$ cat src/rtl/memory_pkg.sv
// memory_pkg: shared card encoding, FSM states and field helpers for the memory game
package memory_pkg;
  localparam int CARD_W = 5;
  localparam int SYM_W = 3;
  localparam int N_CARDS = 16;
  localparam logic [3:0] N_PAIRS = 4'd8;
  typedef enum logic [1:0] {HIDDEN = 2'b00, UP = 2'b01, MATCHED = 2'b10} card_status_t;
  typedef enum logic [2:0] {EMPTY = 3'd0, FIRST = 3'd1, SECOND = 3'd2, COMPARE = 3'd3, SHOW = 3'd4, DONE = 3'd5} match_state_t;
  typedef logic [CARD_W-1:0] card_t;
  function automatic logic [SYM_W-1:0] card_sym(card_t c);
    return c[CARD_W-1:2];
  endfunction
  function automatic card_status_t card_status(card_t c);
    return card_status_t'(c[1:0]);
  endfunction
endpackage

$ cat src/rtl/card_match_ctrl_show_timer.sv
// show_timer: loadable down-counter that holds at zero and flags expiry
module show_timer #(
  parameter int SHOW_CYCLES = 50000000,
  parameter int TW = $clog2(SHOW_CYCLES) + 1
) (
  input  logic          clk,
  input  logic          rst,
  input  logic          clr_i,
  input  logic          ld_i,
  input  logic          dec_i,
  input  logic [TW-1:0] val_i,
  output logic          expired_o
);
  logic [TW-1:0] cnt_q, cnt_d;
  // clear beats load beats decrement; the count parks at zero
  always_comb cnt_d = clr_i ? '0 : ld_i ? val_i : (dec_i && cnt_q != '0) ? cnt_q - TW'(1) : cnt_q;
  // count register
  always_ff @(posedge clk) cnt_q <= rst ? '0 : cnt_d;
  assign expired_o = cnt_q == '0;
endmodule

$ cat src/rtl/card_match_ctrl.sv
// card_match_ctrl: loads a shuffled deck and runs pair selection, matching and flip-back
module card_match_ctrl
  import memory_pkg::*;
#(
  parameter int SHOW_CYCLES = 50000000
) (
  input  logic                            clk,
  input  logic                            rst,
  input  logic                            load,
  input  logic [N_CARDS-1:0][CARD_W-1:0]  arr_cards_in,
  input  logic                            sel_valid,
  input  logic [3:0]                      sel_idx,
  output logic                            sel_ready,
  output logic [N_CARDS-1:0][CARD_W-1:0]  board,
  output logic                            sel_err,
  output logic                            pair_match,
  output logic                            pair_miss,
  output logic [3:0]                      pairs_found,
  output logic                            game_over,
  output logic [2:0]                      phase
);
  localparam int TW = $clog2(SHOW_CYCLES) + 1;
  match_state_t state_q, state_d;
  card_t [N_CARDS-1:0] board_q, board_d;
  logic [3:0] idx1_q, idx1_d, idx2_q, idx2_d, pairs_q, pairs_d;
  logic err_q, err_d, match_q, match_d, miss_q, miss_d;
  logic sel_ok, sym_eq, expired, unused_low;
  assign unused_low = ^arr_cards_in;
  assign sel_ok = sel_valid && card_status(board_q[sel_idx]) == HIDDEN;
  assign sym_eq = card_sym(board_q[idx1_q]) == card_sym(board_q[idx2_q]);
  show_timer #(.SHOW_CYCLES(SHOW_CYCLES), .TW(TW)) u_timer (
    .clk      (clk),
    .rst      (rst),
    .clr_i    (load),
    .ld_i     (state_q == COMPARE && !sym_eq),
    .dec_i    (state_q == SHOW),
    .val_i    (TW'(SHOW_CYCLES - 1)),
    .expired_o(expired)
  );
  // state and datapath registers
  always_ff @(posedge clk) begin
    if (rst) begin
      state_q <= EMPTY;
      board_q <= '0;
      idx1_q  <= '0;
      idx2_q  <= '0;
      pairs_q <= '0;
      err_q   <= 1'b0;
      match_q <= 1'b0;
      miss_q  <= 1'b0;
    end else begin
      state_q <= state_d;
      board_q <= board_d;
      idx1_q  <= idx1_d;
      idx2_q  <= idx2_d;
      pairs_q <= pairs_d;
      err_q   <= err_d;
      match_q <= match_d;
      miss_q  <= miss_d;
    end
  end
  // next state: load restarts from any state, otherwise step through the turn
  always_comb begin
    state_d = state_q;
    if (load) state_d = FIRST;
    else case (state_q)
      FIRST:   state_d = sel_ok ? SECOND : FIRST;
      SECOND:  state_d = sel_ok ? COMPARE : SECOND;
      COMPARE: state_d = !sym_eq ? SHOW : (pairs_q + 4'd1 == N_PAIRS) ? DONE : FIRST;
      SHOW:    state_d = expired ? FIRST : SHOW;
      default: state_d = state_q;
    endcase
  end
  // board, pick indices, score and one-cycle event pulses
  always_comb begin
    board_d = board_q;
    idx1_d  = idx1_q;
    idx2_d  = idx2_q;
    pairs_d = pairs_q;
    err_d   = 1'b0;
    match_d = 1'b0;
    miss_d  = 1'b0;
    if (load) begin
      for (int k = 0; k < N_CARDS; k++) board_d[k] = {card_sym(arr_cards_in[k]), HIDDEN};
      pairs_d = '0;
    end else case (state_q)
      FIRST, SECOND: begin
        err_d = sel_valid && !sel_ok;
        if (sel_ok) board_d[sel_idx][1:0] = UP;
        idx1_d = (sel_ok && state_q == FIRST) ? sel_idx : idx1_q;
        idx2_d = (sel_ok && state_q == SECOND) ? sel_idx : idx2_q;
      end
      COMPARE: if (sym_eq) begin
        board_d[idx1_q][1:0] = MATCHED;
        board_d[idx2_q][1:0] = MATCHED;
        match_d = 1'b1;
        pairs_d = pairs_q + 4'd1;
      end
      SHOW: if (expired) begin
        board_d[idx1_q][1:0] = HIDDEN;
        board_d[idx2_q][1:0] = HIDDEN;
        miss_d = 1'b1;
      end
      default: ;
    endcase
  end
  // status outputs decoded from the state register
  always_comb begin
    sel_ready = state_q == FIRST || state_q == SECOND;
    game_over = state_q == DONE;
    phase     = state_q;
  end
  assign board       = board_q;
  assign pairs_found = pairs_q;
  assign sel_err     = err_q;
  assign pair_match  = match_q;
  assign pair_miss   = miss_q;
endmodule

$ cat config.mk
export PLATFORM = sky130hd
export DESIGN_NAME = card_match_ctrl
export DESIGN_NICKNAME = d
export VERILOG_FILES = /design/src/rtl/memory_pkg.sv /design/src/rtl/card_match_ctrl_show_timer.sv /design/src/rtl/card_match_ctrl.sv
export SDC_FILE = /design/constraint.sdc
export NUM_CORES = 1
export LEC_CHECK = 0
export CAP_MARGIN = 20
export CORE_UTILIZATION = 52
export CTS_CLUSTER_DIAMETER = 40
export DETAILED_ROUTE_END_ITERATION = 6
export PLACE_DENSITY = 0.84
export SYNTH_ARGS = -nofsm -noshare
export SYNTH_HDL_FRONTEND = slang
export SYNTH_SLANG_ARGS = --single-unit
$ cat constraint.sdc
create_clock -name clk -period 5 [get_ports clk]
set_input_delay 0.75 -clock clk [delete_from_list [all_inputs] [get_ports clk]]
set_output_delay 0.75 -clock clk [all_outputs]
set_load 0.01 [all_outputs]
# Word-level counts from Yosys, hierarchy flattened
# Cells that the tools add are included.
[word_totals]
regBits = 125
input_bits = 88
output_inout_bits = 92
elab_cells = 131
[classes]
n_addsub = 2
n_lt_le_gt_ge = 6
n_eq_ne = 13
mux = 33
bitwise_logic = 4
reduce_logical = 31
[op_table]
columns = ["cell", "n"]
rows = [
  ["80-bit bitwise mux", 5],
  ["80-bit 2-to-1 mux", 4],
  ["80-bit one-hot mux with 3 select lines", 1],
  ["5-bit binary-select mux with 4-bit select", 3],
  ["5-bit demux with 4-bit select", 3],
  ["26-bit 2-to-1 mux", 2],
  ["27-bit logical NOT", 1],
  ["27-bit nonzero test", 1],
  ["27-bit by 1-bit subtractor with 27-bit output, second input constant", 1],
  ["4-bit by 5-bit < comparator with 1-bit output, second input constant", 3],
  ["4-bit by 1-bit >= comparator with 1-bit output, second input constant", 3],
  ["3-bit one-hot mux with 4 select lines", 1],
  ["3-bit OR reduction", 4],
  ["2-bit 2-to-1 mux", 5],
  ["5-bit 2-to-1 mux", 2],
  ["1-bit logical AND", 9],
  ["3-bit 2-to-1 mux", 3],
  ["3-bit inequality test, second input constant", 3],
  ["4-bit AND reduction", 2],
  ["4-bit nonzero test", 2],
  ["3-bit by 2-bit == test with 1-bit output, second input constant", 2],
  ["3-bit == test, second input constant", 2],
  ["2-bit inequality test, second input constant", 3],
  ["3-bit AND reduction", 2],
  ["14 further kinds", 22],
]

# Logic depth before layout (Yosys ltp)
# Gate-level depths: netlist of run 1.
[depth]
ltp_word = 9
ltp_mapped = 10
ltp_nobuf = 9

# Modules after synthesis
# From an unflattened synthesis of run 1, not the netlist that was laid out.
[unflattened]
cells_unflattened = 711
hier_area_um2 = 6628.9
[by_module_without_submodules]
columns = ["mod", "instances", "cells_each", "area_each_um2", "seq_area_each_um2"]
rows = [
  ["card_match_ctrl", 1, 526, 5082.4, 1961.9],
  ["show_timer", 1, 185, 1546.5, 540.5],
]

# Worst setup path after synthesis of run 1
# OpenSTA, ideal clock, no wires.
[synth_path]
kind = "in2reg"
from = "in sel_idx[1]"
to = "reg board_q (netlist bit board[11])"
setup_time_ps = 138
arrival_time_ps = 2634
t_required_ps = 4862
path_slack_ps = 2228
path_stages = 9
n_path_buf = 3
path_cell_list = "clkbuf_1 -> buf_1 -> a21oi_1 -> a211oi_1 -> o41a_1 -> o21ai_0 -> a21oi_1 -> clkbuf_1 -> a211oi_1"
[synth_via]
elab_chain_len = 7
word_cells_on_any_way = 14
classes_between = "order compare: 2; eq/ne: 1; mux: 7; reduce/logical: 4"
[synth_rtl]
columns = ["element", "line_no", "source"]
rows = [
  ["start: declaration", "card_match_ctrl.sv:12", "input logic [3:0] sel_idx,"],
  ["4-bit by 5-bit < comparator with 1-bit output (implied by the code) or 4-bit by 1-bit >= comparator with 1-bit output (tied branches)", "card_match_ctrl.sv:89", "if (sel_ok) board_d[sel_idx][1:0] = UP;"],
  ["1-bit logical AND (implied by the code)", "card_match_ctrl.sv:89", ""],
  ["2-bit 2-to-1 mux (implied by the code)", "card_match_ctrl.sv:89", ""],
  ["5-bit demux with 4-bit select", "card_match_ctrl.sv:89", ""],
  ["80-bit bitwise mux", "card_match_ctrl.sv:89", ""],
  ["80-bit 2-to-1 mux", "card_match_ctrl.sv:89", ""],
  ["80-bit one-hot mux with 3 select lines", "card_match_ctrl.sv:86", "end else case (state_q)"],
  ["end signal: assignment", "card_match_ctrl.sv:53", "board_q <= board_d;"],
  ["end: declaration", "card_match_ctrl.sv:24", "card_t [N_CARDS-1:0] board_q, board_d;"],
]
# Several ways; a longest one is shown, not always the timed one. The select of a mux whose other input is x is not followed.
# A chain may end at the register's enable or synchronous reset.

# Final worst setup path of run 1
[layout_path]
from = "reg idx2_q[0]"
to = "reg board_q (netlist bit board[66])"
[layout_via]
elab_chain_len = 7
word_cells_on_any_way = 15
classes_between = "order compare: 2; eq/ne: 2; mux: 9; reduce/logical: 2"
[layout_rtl]
columns = ["element", "line_no", "source"]
rows = [
  ["start: declaration", "card_match_ctrl.sv:25", "logic [3:0] idx1_q, idx1_d, idx2_q, idx2_d, pairs_q, pairs_d;"],
  ["start signal: assignment", "card_match_ctrl.sv:55", "idx2_q <= idx2_d;"],
  ["4-bit by 5-bit < comparator with 1-bit output (implied by the code) or 4-bit by 1-bit >= comparator with 1-bit output (tied branches)", "card_match_ctrl.sv:95, card_match_ctrl.sv:101", ""],
  ["1-bit logical AND (implied by the code)", "card_match_ctrl.sv:95, card_match_ctrl.sv:101", ""],
  ["2-bit 2-to-1 mux (implied by the code)", "card_match_ctrl.sv:95, card_match_ctrl.sv:101", ""],
  ["5-bit demux with 4-bit select", "card_match_ctrl.sv:95, card_match_ctrl.sv:101", ""],
  ["80-bit bitwise mux, on equally long branches", "card_match_ctrl.sv:101, card_match_ctrl.sv:95", ""],
  ["80-bit 2-to-1 mux, on equally long branches", "card_match_ctrl.sv:99, card_match_ctrl.sv:93", ""],
  ["80-bit one-hot mux with 3 select lines", "card_match_ctrl.sv:86", ""],
]
# Several ways; a longest one is shown, not always the timed one. The select of a mux whose other input is x is not followed.

==> impl_metrics.json, run 1 <==
{
  "reg2reg_depth": 8,
  "grtUsageTotal_pct": 28.8,
  "final-seq-area_mm2": 0.00250,
  "finalInstanceArea_mm2": 0.00853,
  "wl_per_cell_um": 17.9,
  "cts_sinks": 125,
  "crit_slowest_cell": "dfxtp_1",
  "synth_fp_nets": 795,
  "synth_edf_count": 0,
  "drt_iter0_markers": 803,
  "end_kind": "flip-flop",
  "syn_inst": 705,
  "core.rowCount": 40,
  "cts_buffer_depth": 2,
  "critPathBufInv": 1,
  "gp_congestion": 0.914,
  "critPathLaunch": "idx2_q[0]",
  "postCtsSetupBuffers": 0,
  "worstSetupPathType": "flip-flop to flip-flop",
  "diodes": 0,
  "syn_area_mm2": 0.00645,
  "hold_class": "flip-flop to flip-flop",
  "cts_resized": 0,
  "cpPeakStageDelay_ns": 0.84,
  "dpl.hpwl_um": 12500,
  "synth-seq-area-share_pct": 38.8,
  "port-buffer-count": 147,
  "routed_wl_um": 18000,
  "die_w_um": 113,
  "fillers": 855,
  "async_reset_ff_share_pct": 0,
  "r2r-end": "board[66]",
  "drt_pass1_iterations": 5,
  "placed_cell_area_mm2": 0.00794,
  "finClkSkew_ns": 0.00921,
  "postRouteAntennaNets": 0,
  "crit_end": "board[66]",
  "max_freq_mhz": 260,
  "critical-path-top-delay-family": "compound AO/OA/AOI/OAI gates",
  "ctsHtreeMaxLevel": 4,
  "arrival_ns": 4.10,
  "grt_pass1_vias": 5845,
  "tightest_slew_ns": 0.987,
  "final.period_utilization_pct": 77.0,
  "synth_cell_types": 53,
  "clock_latency_ns": 0.43,
  "vdd_drop_max_mv": 0.260,
  "path_cells": "mux4_1, a22oi_1, nand3_1, xor2_1, nor4_4, buf_4, a21oi_1, a211oi_1",
  "final_core_util_pct": 70.7,
  "status": "complete, no violations",
  "synthFlopType": "dfxtp_1",
  "synth_top_area_share_pct": 38.8,
  "nNetsFinal": 914,
  "drive_gt1_share_pct": 8.84,
  "tns_ns": 0,
  "slew_viol_final": 0,
  "multi_input_area_mm2": 0.00368,
  "cp_max_fo": 37,
  "rsz0062_at_grt": "false",
  "ys_seq_elements": 125,
  "hold_buffers": 0,
  "drcViolationCount": 0,
  "required_ns": 5.25,
  "finalHoldViolations": 0,
  "grt_start_max_net_pins": 51,
  "min_period_ns": 3.85,
  "startpoint_type": "flip-flop",
  "synth.avg_cell_area_um2": 9.15,
  "cts_buffers": 17,
  "r2r_start": "idx2_q[0]",
  "path_depth": 8,
  "cts_tree": "yes",
  "vias": 6104,
  "cts-root-buf": "clkbuf_16",
  "ys_top_cells_by_area": "dfxtp_1 39%, mux2i_1 8.8%, mux4_2 5.9%",
  "final-setup-viol-count": 0,
  "p_leak_nw": 3.12,
  "yosysWarningCount": 0,
  "antenna_found_initial": 0,
  "drt-vias-per-instance": 6.07,
  "whs_ns": 0.458,
  "overflow": 0,
  "maxSlewHeadroom_pct": 34.2,
  "power_density_mw_per_mm2": 297,
  "core_mm2": 0.0121,
  "yosysTopAreaCell": "dfxtp_1",
  "die_y_um": 113,
  "ios": 180,
  "area.growth.synth_to_final_pct": 32.3,
  "drv_cap": 0,
  "reg2reg_slack_ns": 1.15,
  "grt_pass1_wl_um": 29000,
  "initial_core_util_pct": 53.5,
  "path_clk_slew_ns": 0.06,
  "die_area_mm2": 0.0128
}
-- cell usage after synthesis (3+ instances only) --
library cell / number
dfxtp_1: 125
nor2_1: 100
mux2i_1: 57
a21oi_1: 43
clkbuf_1: 36
nand2_1: 35
o21ai_0: 33
a211oi_1: 21
mux4_2: 17
nor3_1: 17
xnor2_1: 17
nand2b_1: 16
nand3_1: 16
o22ai_1: 15
a32o_1: 14
o21a_1: 13
xor2_1: 12
buf_2: 10
inv_1: 8
nor4_1: 8
or2_2: 8
mux4_1: 7
nor2b_1: 7
o21ai_1: 7
or4_1: 7
a22oi_1: 6
or3_1: 6
buf_1: 4
buf_6: 4
a31oi_1: 3
and2_1: 3
and3_1: 3
o211ai_1: 3
-- cell type report --
class	count	area share, %
multi-input cells	518	43.1
flip-flops and latches	125	29.3
repair buffers	154	17.8
clock buffers	17	4.99
well taps	168	2.46
clock inverters	15	1.95
inverters	8	0.352
-- cells by family after synthesis --
logic type / synth area share (%)
AND/OR/NAND/NOR: 17.4
AO/OA/AOI/OAI: 17.3
flip-flops: 38.8
multiplexers: 17.6
buffers and inverters: 4.27
XOR/XNOR: 4.19
adder cells (fa/ha/maj): 0.388
-- tightest hold or removal path, cell delays in order (launching register included) --
cell     delay (ns)
dfxtp_1        0.31
o31ai_1        0.06
nor2_1         0.04
-- placed cells by master (no fill, tap or decap), types with 8 or more instances in the layout --
cell type	count
dfxtp_1	125
a21oi_1	43
o21a_1	13
a32o_1	14
nor3_1	17
o22ai_1	15
or2_2	8
xnor2_1	17
o21ai_0	33
nand2b_1	16
mux4_2	17
clkbuf_16	17
nor4_1	8
a211oi_1	21
clkdlybuf4s50_1	145
xor2_1	12
inv_1	8
mux2i_1	57
nor2_1	99
nand3_1	16
nand2_1	35
-- per-layer routing --
metal / share of wire, % / global-route usage, % / vias to the layer above
met4: 3.1 / 12.5 / 0
li1: - / - / 2831
met2: 49 / 48.6 / 340
met1: 40 / 35.2 / 2867
met5: 0 / 0 / -
met3: 7.9 / 6.64 / 66
-- worst min-delay path by stage --
stage / startpoint / endpoint / slack, ns / depth (start not counted)
after global routing: u_timer.cnt_q[26] / u_timer.cnt_q[26] / 0.48 / 2
after floorplan: u_timer.cnt_q[26] / u_timer.cnt_q[26] / 0.42 / 2
after CTS: u_timer.cnt_q[26] / u_timer.cnt_q[26] / 0.46 / 2
after detailed placement: u_timer.cnt_q[26] / u_timer.cnt_q[26] / 0.45 / 2
after global placement: u_timer.cnt_q[26] / u_timer.cnt_q[26] / 0.43 / 2
final: u_timer.cnt_q[26] / u_timer.cnt_q[26] / 0.46 / 2
-- through the flow --
step / total power, W / setup slack, ns / instances
finish: 0.00253 / 1.15 / 1005
CTS: 0.00253 / 1.22 / 1005
detailed placement: 0.00133 / 1.02 / 973
global placement: 0.00132 / 1.07 / 973
global route: 0.00261 / 0.943 / 1005
floorplan: 0.00120 / 2.23 / 705
-- sequential cells by signal, summed over array words and instances (netlist names) --
name           flops
pairs_found        4
pair_match         1
idx1_q             4
u_timer.cnt_q     27
phase              3
sel_err            1
idx2_q             4
board             80
pair_miss          1
-- where the power goes --
part / switching, W / internal [W]
Clock: 0.000477 / 0.000739
Sequential: 0.0000336 / 0.00102
Combinational: 0.000118 / 0.000139
Power figures use the tool's default switching activity.
==> run 2: changes to the inputs <==
--- a/config.mk
+++ b/config.mk
@@ -6,10 +6,10 @@
 export NUM_CORES = 1
 export LEC_CHECK = 0
 export CAP_MARGIN = 20
-export CORE_UTILIZATION = 52
+export CORE_UTILIZATION = 49
 export CTS_CLUSTER_DIAMETER = 40
 export DETAILED_ROUTE_END_ITERATION = 6
-export PLACE_DENSITY = 0.84
+export PLACE_DENSITY = 0.79
 export SYNTH_ARGS = -nofsm -noshare
 export SYNTH_HDL_FRONTEND = slang
 export SYNTH_SLANG_ARGS = --single-unit
==> constraint.sdc (replaced) <==
create_clock -name clk -period 3.9 [get_ports clk]
set_input_delay 0.585 -clock clk [delete_from_list [all_inputs] [get_ports clk]]
set_output_delay 0.585 -clock clk [all_outputs]
set_load 0.01 [all_outputs]
==> impl_metrics.json, run 2 (synthesis gave the netlist of run 1 again) <==
{
  "required_ns": 4.20,
  "initial_core_util_pct": 50.7,
  "dpl.hpwl_um": 13000,
  "internal-power_w": 0.00252,
  "diodes": 0,
  "grt_pass1_vias": 5911,
  "die_area_mm2": 0.0136,
  "fillers": 1011,
  "drt_pass1_iterations": 5,
  "tightest_slew_ns": 1.08,
  "final.period_utilization_pct": 87.6,
  "cts_sinks": 125,
  "whs_ns": 0.457,
  "drcViolationCount": 0,
  "routed_wl_um": 18500,
  "final-setup-viol-count": 0,
  "nNetsFinal": 920,
  "crit_slowest_cell": "dfxtp_1",
  "highest_layer": "met4",
  "area.growth.synth_to_final_pct": 33.0,
  "drt-vias-per-instance": 6.02,
  "min_period_ns": 3.42,
  "core_mm2": 0.0127,
  "rsz0062_at_grt": "false",
  "finClkSkew_ns": 0.0189,
  "grtUsageTotal_pct": 28.5,
  "grt_start_max_net_pins": 59,
  "drv_cap": 0,
  "worst_slack_ns": 0.484,
  "ios": 180,
  "layout_common_cells": "145 x clkdlybuf4s50_1, 125 x dfxtp_1, 100 x nor2_1",
  "cpPeakStageDelay_ns": 0.82,
  "postRouteAntennaNets": 0,
  "cts_tree": "yes",
  "drt_iter0_markers": 626,
  "worstSetupPathType": "flip-flop to flip-flop",
  "vdd_drop_max_mv": 0.338,
  "overflow": 0,
  "arrival_ns": 3.72,
  "drive_gt1_share_pct": 9.04,
  "total_power_w": 0.00326,
  "grt_pass1_wl_um": 29800,
  "cts_buffer_depth": 2,
  "die_w_um": 117,
  "hold_class": "flip-flop to flip-flop",
  "status": "complete, no violations",
  "max_freq_mhz": 293,
  "finalHoldViolations": 0,
  "ctsHtreeMaxLevel": 4,
  "final_common_cell": "clkdlybuf4s50_1",
  "clock_latency_ns": 0.43,
  "reg2reg_slack_ns": 0.48,
  "gp_congestion": 0.902,
  "core.rowCount": 41,
  "p_clk_share_pct": 48.2,
  "cts_buffers": 17,
  "vias": 6102,
  "antenna_found_initial": 0,
  "postCtsSetupBuffers": 0,
  "p_leak_nw": 3.17,
  "path_common_cell": "nand3_1",
  "cts_resized": 0,
  "cts-root-buf": "clkbuf_16",
  "final-seq-area_mm2": 0.00250,
  "place_ws_ns": 0.474,
  "wl_met3_um": 1380,
  "switching_share_pct": 22.7,
  "tns_ns": 0,
  "end_kind": "flip-flop",
  "cp_max_fo": 17,
  "slew_viol_final": 0,
  "post-place-cells": 983,
  "p_switching_w": 0.000740,
  "path_clk_slew_ns": 0.05,
  "hold_buffers": 0,
  "comb_power_share_pct": 10.2,
  "drt-met1-wl_um": 7600,
  "wl_per_cell_um": 18.2,
  "die_y_um": 117,
  "largest_reg_flops": 80,
  "startpoint_type": "flip-flop",
  "power_density_mw_per_mm2": 380,
  "instances_no_fill": 1013,
  "maxSlewHeadroom_pct": 27.5,
  "port-buffer-count": 147,
  "multi_input_area_mm2": 0.00368,
  "path_cells": "mux4_1, a22oi_1, nand3_1, xor2_1, or4_1, nand3_1, a32o_1",
  "met2_length_um": 9100,
  "p_seq_share_pct": 41.5
}
## run 2: cell count changes in the layout (fill, tap and decap cells not counted), sizes merged
cell	before	now
clkbuf	17	24
buf	9	15
clkinv	8	3
clkinvlp	3	1
inv	10	8
## run 2: final cells by class
cell class / instances / area share, %
clock buffer: 24 / 5.97
clock inverter: 6 / 0.963
timing repair buffer: 160 / 18.2
sequential: 125 / 29.2
tap: 172 / 2.51
multi-input combinational: 518 / 42.9
inverter: 8 / 0.350
## run 2: routing by layer
layer	up-vias	global-route usage (%)
met4	0	11.2
met2	335	48.2
met1	2887	35.3
li1	2838	-
met5	-	0
met3	42	6.49
## run 2: power groups by stage
| stage | Sequential, W | Clock, W | Combinational (W) |
|---|---|---|---|
| floorplan | 0.00138 | 0 | 0.000165 |
| global placement | 0.00138 | 0 | 0.000322 |
| detailed placement | 0.00138 | 0 | 0.000329 |
| CTS | 0.00135 | 0.00158 | 0.000332 |
| global route | 0.00136 | 0.00165 | 0.000358 |
| finish | 0.00136 | 0.00157 | 0.000334 |
## run 2: worst paths after layout
check	from	endpoint	cells past startpoint
min reg2reg	u_timer.cnt_q[26]	u_timer.cnt_q[26]	2
max reg2reg	idx2_q[0]	board[55]	7
max	idx2_q[0]	board[55]	7
min	u_timer.cnt_q[26]	u_timer.cnt_q[26]	2
## run 2: worst max-delay path, delay by kind of cell (launching register included)
| kind | cells | cell delay [ns] |
|---|---|---|
| xor+xnor | 1 | 0.40 |
| mux | 1 | 0.65 |
| compound gates | 2 | 0.53 |
| simple gates | 3 | 0.89 |
| flops | 1 | 0.82 |
## run 2: through the flow
step                cell area (um2)  utilization (%)
detailed placement             7980             62.8
finish                         8580             67.4
CTS                            8580             67.4
floorplan                      6450                -
global placement               7980             62.8
global route                   8580             67.4
==> run 3: changes to the inputs <==
--- a/config.mk
+++ b/config.mk
@@ -10,6 +10,7 @@
 export CTS_CLUSTER_DIAMETER = 40
 export DETAILED_ROUTE_END_ITERATION = 6
 export PLACE_DENSITY = 0.79
+export RECOVER_POWER = 50
 export SYNTH_ARGS = -nofsm -noshare
 export SYNTH_HDL_FRONTEND = slang
 export SYNTH_SLANG_ARGS = --single-unit
==> impl_metrics.json, run 3 (synthesis gave the netlist of run 1 again) <==
{
  "status": "finished, violations left",
  "violations": "capacitance limit, slew limit",
  "grtUsageTotal_pct": 28.5,
  "drcViolationCount": 0,
  "hold_class": "flip-flop to flip-flop",
  "routed_wl_um": 18500,
  "grt_pass1_vias": 5911,
  "cts_tree": "yes",
  "postRouteAntennaNets": 0,
  "ios": 180,
  "total_power_w": 0.00326,
  "gp_congestion": 0.902,
  "end_kind": "flip-flop",
  "reg2reg_slack_ns": 0.48,
  "vias": 6066,
  "cts_sinks": 125,
  "grt_pass1_wl_um": 29800,
  "core_mm2": 0.0127,
  "die_area_mm2": 0.0136,
  "cp_max_fo": 17,
  "path_clk_slew_ns": 0.06,
  "cts_buffer_depth": 2,
  "finClkSkew_ns": 0.0130,
  "maxSlewHeadroom_pct": -1.89,
  "cts-root-buf": "clkbuf_16",
  "finalHoldViolations": 0,
  "max_freq_mhz": 292,
  "final-setup-viol-count": 0,
  "dpl.hpwl_um": 13000,
  "min_period_ns": 3.42,
  "cts_resized": 0,
  "multi_input_area_mm2": 0.00368,
  "area.growth.synth_to_final_pct": 33.0,
  "worstSetupPathType": "flip-flop to flip-flop",
  "reg2reg_depth": 7,
  "required_ns": 4.16,
  "diodes": 0,
  "startpoint_type": "flip-flop",
  "tightest_slew_ns": 1.53,
  "arrival_ns": 3.68,
  "largest_reg_flops": 80,
  "drt-vias-per-instance": 5.99,
  "worstHoldStart": "u_timer.cnt_q[26]",
  "postCtsSetupBuffers": 0,
  "drive_gt1_share_pct": 8.92,
  "rsz0062_at_grt": "false",
  "post-place-cells": 983,
  "tns_ns": 0,
  "final_core_util_pct": 67.4,
  "r2r-end": "board[61]",
  "crit_slowest_cell": "dfxtp_1",
  "grt_start_max_net_pins": 59,
  "slew_viol_final": 51,
  "nNetsFinal": 920,
  "initial_core_util_pct": 50.7,
  "path_cells": "mux4_2, a22oi_1, nand3_1, xor2_2, or4_1, nand3_1, a211oi_1",
  "instances_no_fill": 1013,
  "hold_buffers": 0,
  "hold_depth": 2,
  "p_leak_nw": 3.35,
  "ctsHtreeMaxLevel": 4,
  "final.period_utilization_pct": 87.7,
  "vdd_drop_max_mv": 0.340,
  "final_common_cell": "dfxtp_1",
  "antenna_found_initial": 0,
  "power_density_mw_per_mm2": 380,
  "core.rowCount": 41,
  "drt_iter0_markers": 680,
  "path_common_cell": "nand3_1",
  "drv_cap": 1,
  "overflow": 0,
  "die_w_um": 117,
  "die_y_um": 117,
  "whs_ns": 0.457,
  "wl_per_cell_um": 18.2,
  "cpPeakStageDelay_ns": 0.84,
  "fillers": 1012,
  "r2r_start": "idx1_q[0]",
  "whs_endpoint": "u_timer.cnt_q[26]",
  "drt_pass1_iterations": 7,
  "port-buffer-count": 147,
  "cts_buffers": 17,
  "layout_common_cells": "125 x dfxtp_1, 100 x nor2_1, 85 x clkdlybuf4s50_1",
  "final-seq-area_mm2": 0.00250,
  "clock_latency_ns": 0.42
}
==> run 3: cell count changes in the layout (fill, tap and decap cells not counted), sizes merged <==
cell           delta
clkdlybuf4s50    -60
buf               -2
dlygate4sd3      +60
clkbuf            +2
==> run 3: cell type report <==
type                       instances  area share [%]
multi-input combinational        518            42.9
clock buffer                      24            5.97
inverter                           8           0.350
clock inverter                     6           0.963
sequential                       125            29.2
tap                              172            2.51
timing repair buffer             160            18.1
==> run 3: worst max path at each step <==
stage,slack [ns],cells after the start,from,endpoint
3_3_place_gp,0.57,7,idx1_q[0],pairs_found[3]
3_5_place_dp,0.47,7,idx1_q[0],pairs_found[3]
6_report,0.48,7,idx1_q[0],board[61]
4_1_cts,0.47,7,idx1_q[0],pairs_found[3]
2_1_floorplan,1.21,10,idx2_q[1],pairs_found[3]
5_1_grt,0.22,7,idx1_q[0],board[45]
==> run 3: routing by layer <==
metal | wire length [um] | global-route usage [%]
met1 | 7590 | 35.3
met2 | 9110 | 48.2
met3 | 1410 | 6.49
met4 | 357 | 11.2
met5 | 0 | 0
==> run 3: power breakdown <==
part	total, W	internal (W)	leakage, nW	switching (W)
sequential	0.00135	0.00131	1.02	0.0000431
clock	0.00158	0.00103	0.294	0.000545
combinational	0.000330	0.000177	2.04	0.000153
==> run 3: worst max-delay path: cells and delay by family, from the launching register on <==
kind,cells,cell delay (ns)
compound gates,2,0.33
xor+xnor,1,0.24
mux,1,0.61
flops,1,0.84
simple gates,3,1.23
==> run 3: metrics by stage <==
stage | instance area [um2] | setup slack [ns]
finish | 8570 | 0.478
global route | 8570 | 0.225
CTS | 8580 | 0.471
detailed placement | 7980 | 0.474
global placement | 7980 | 0.570
floorplan | 6450 | 1.21
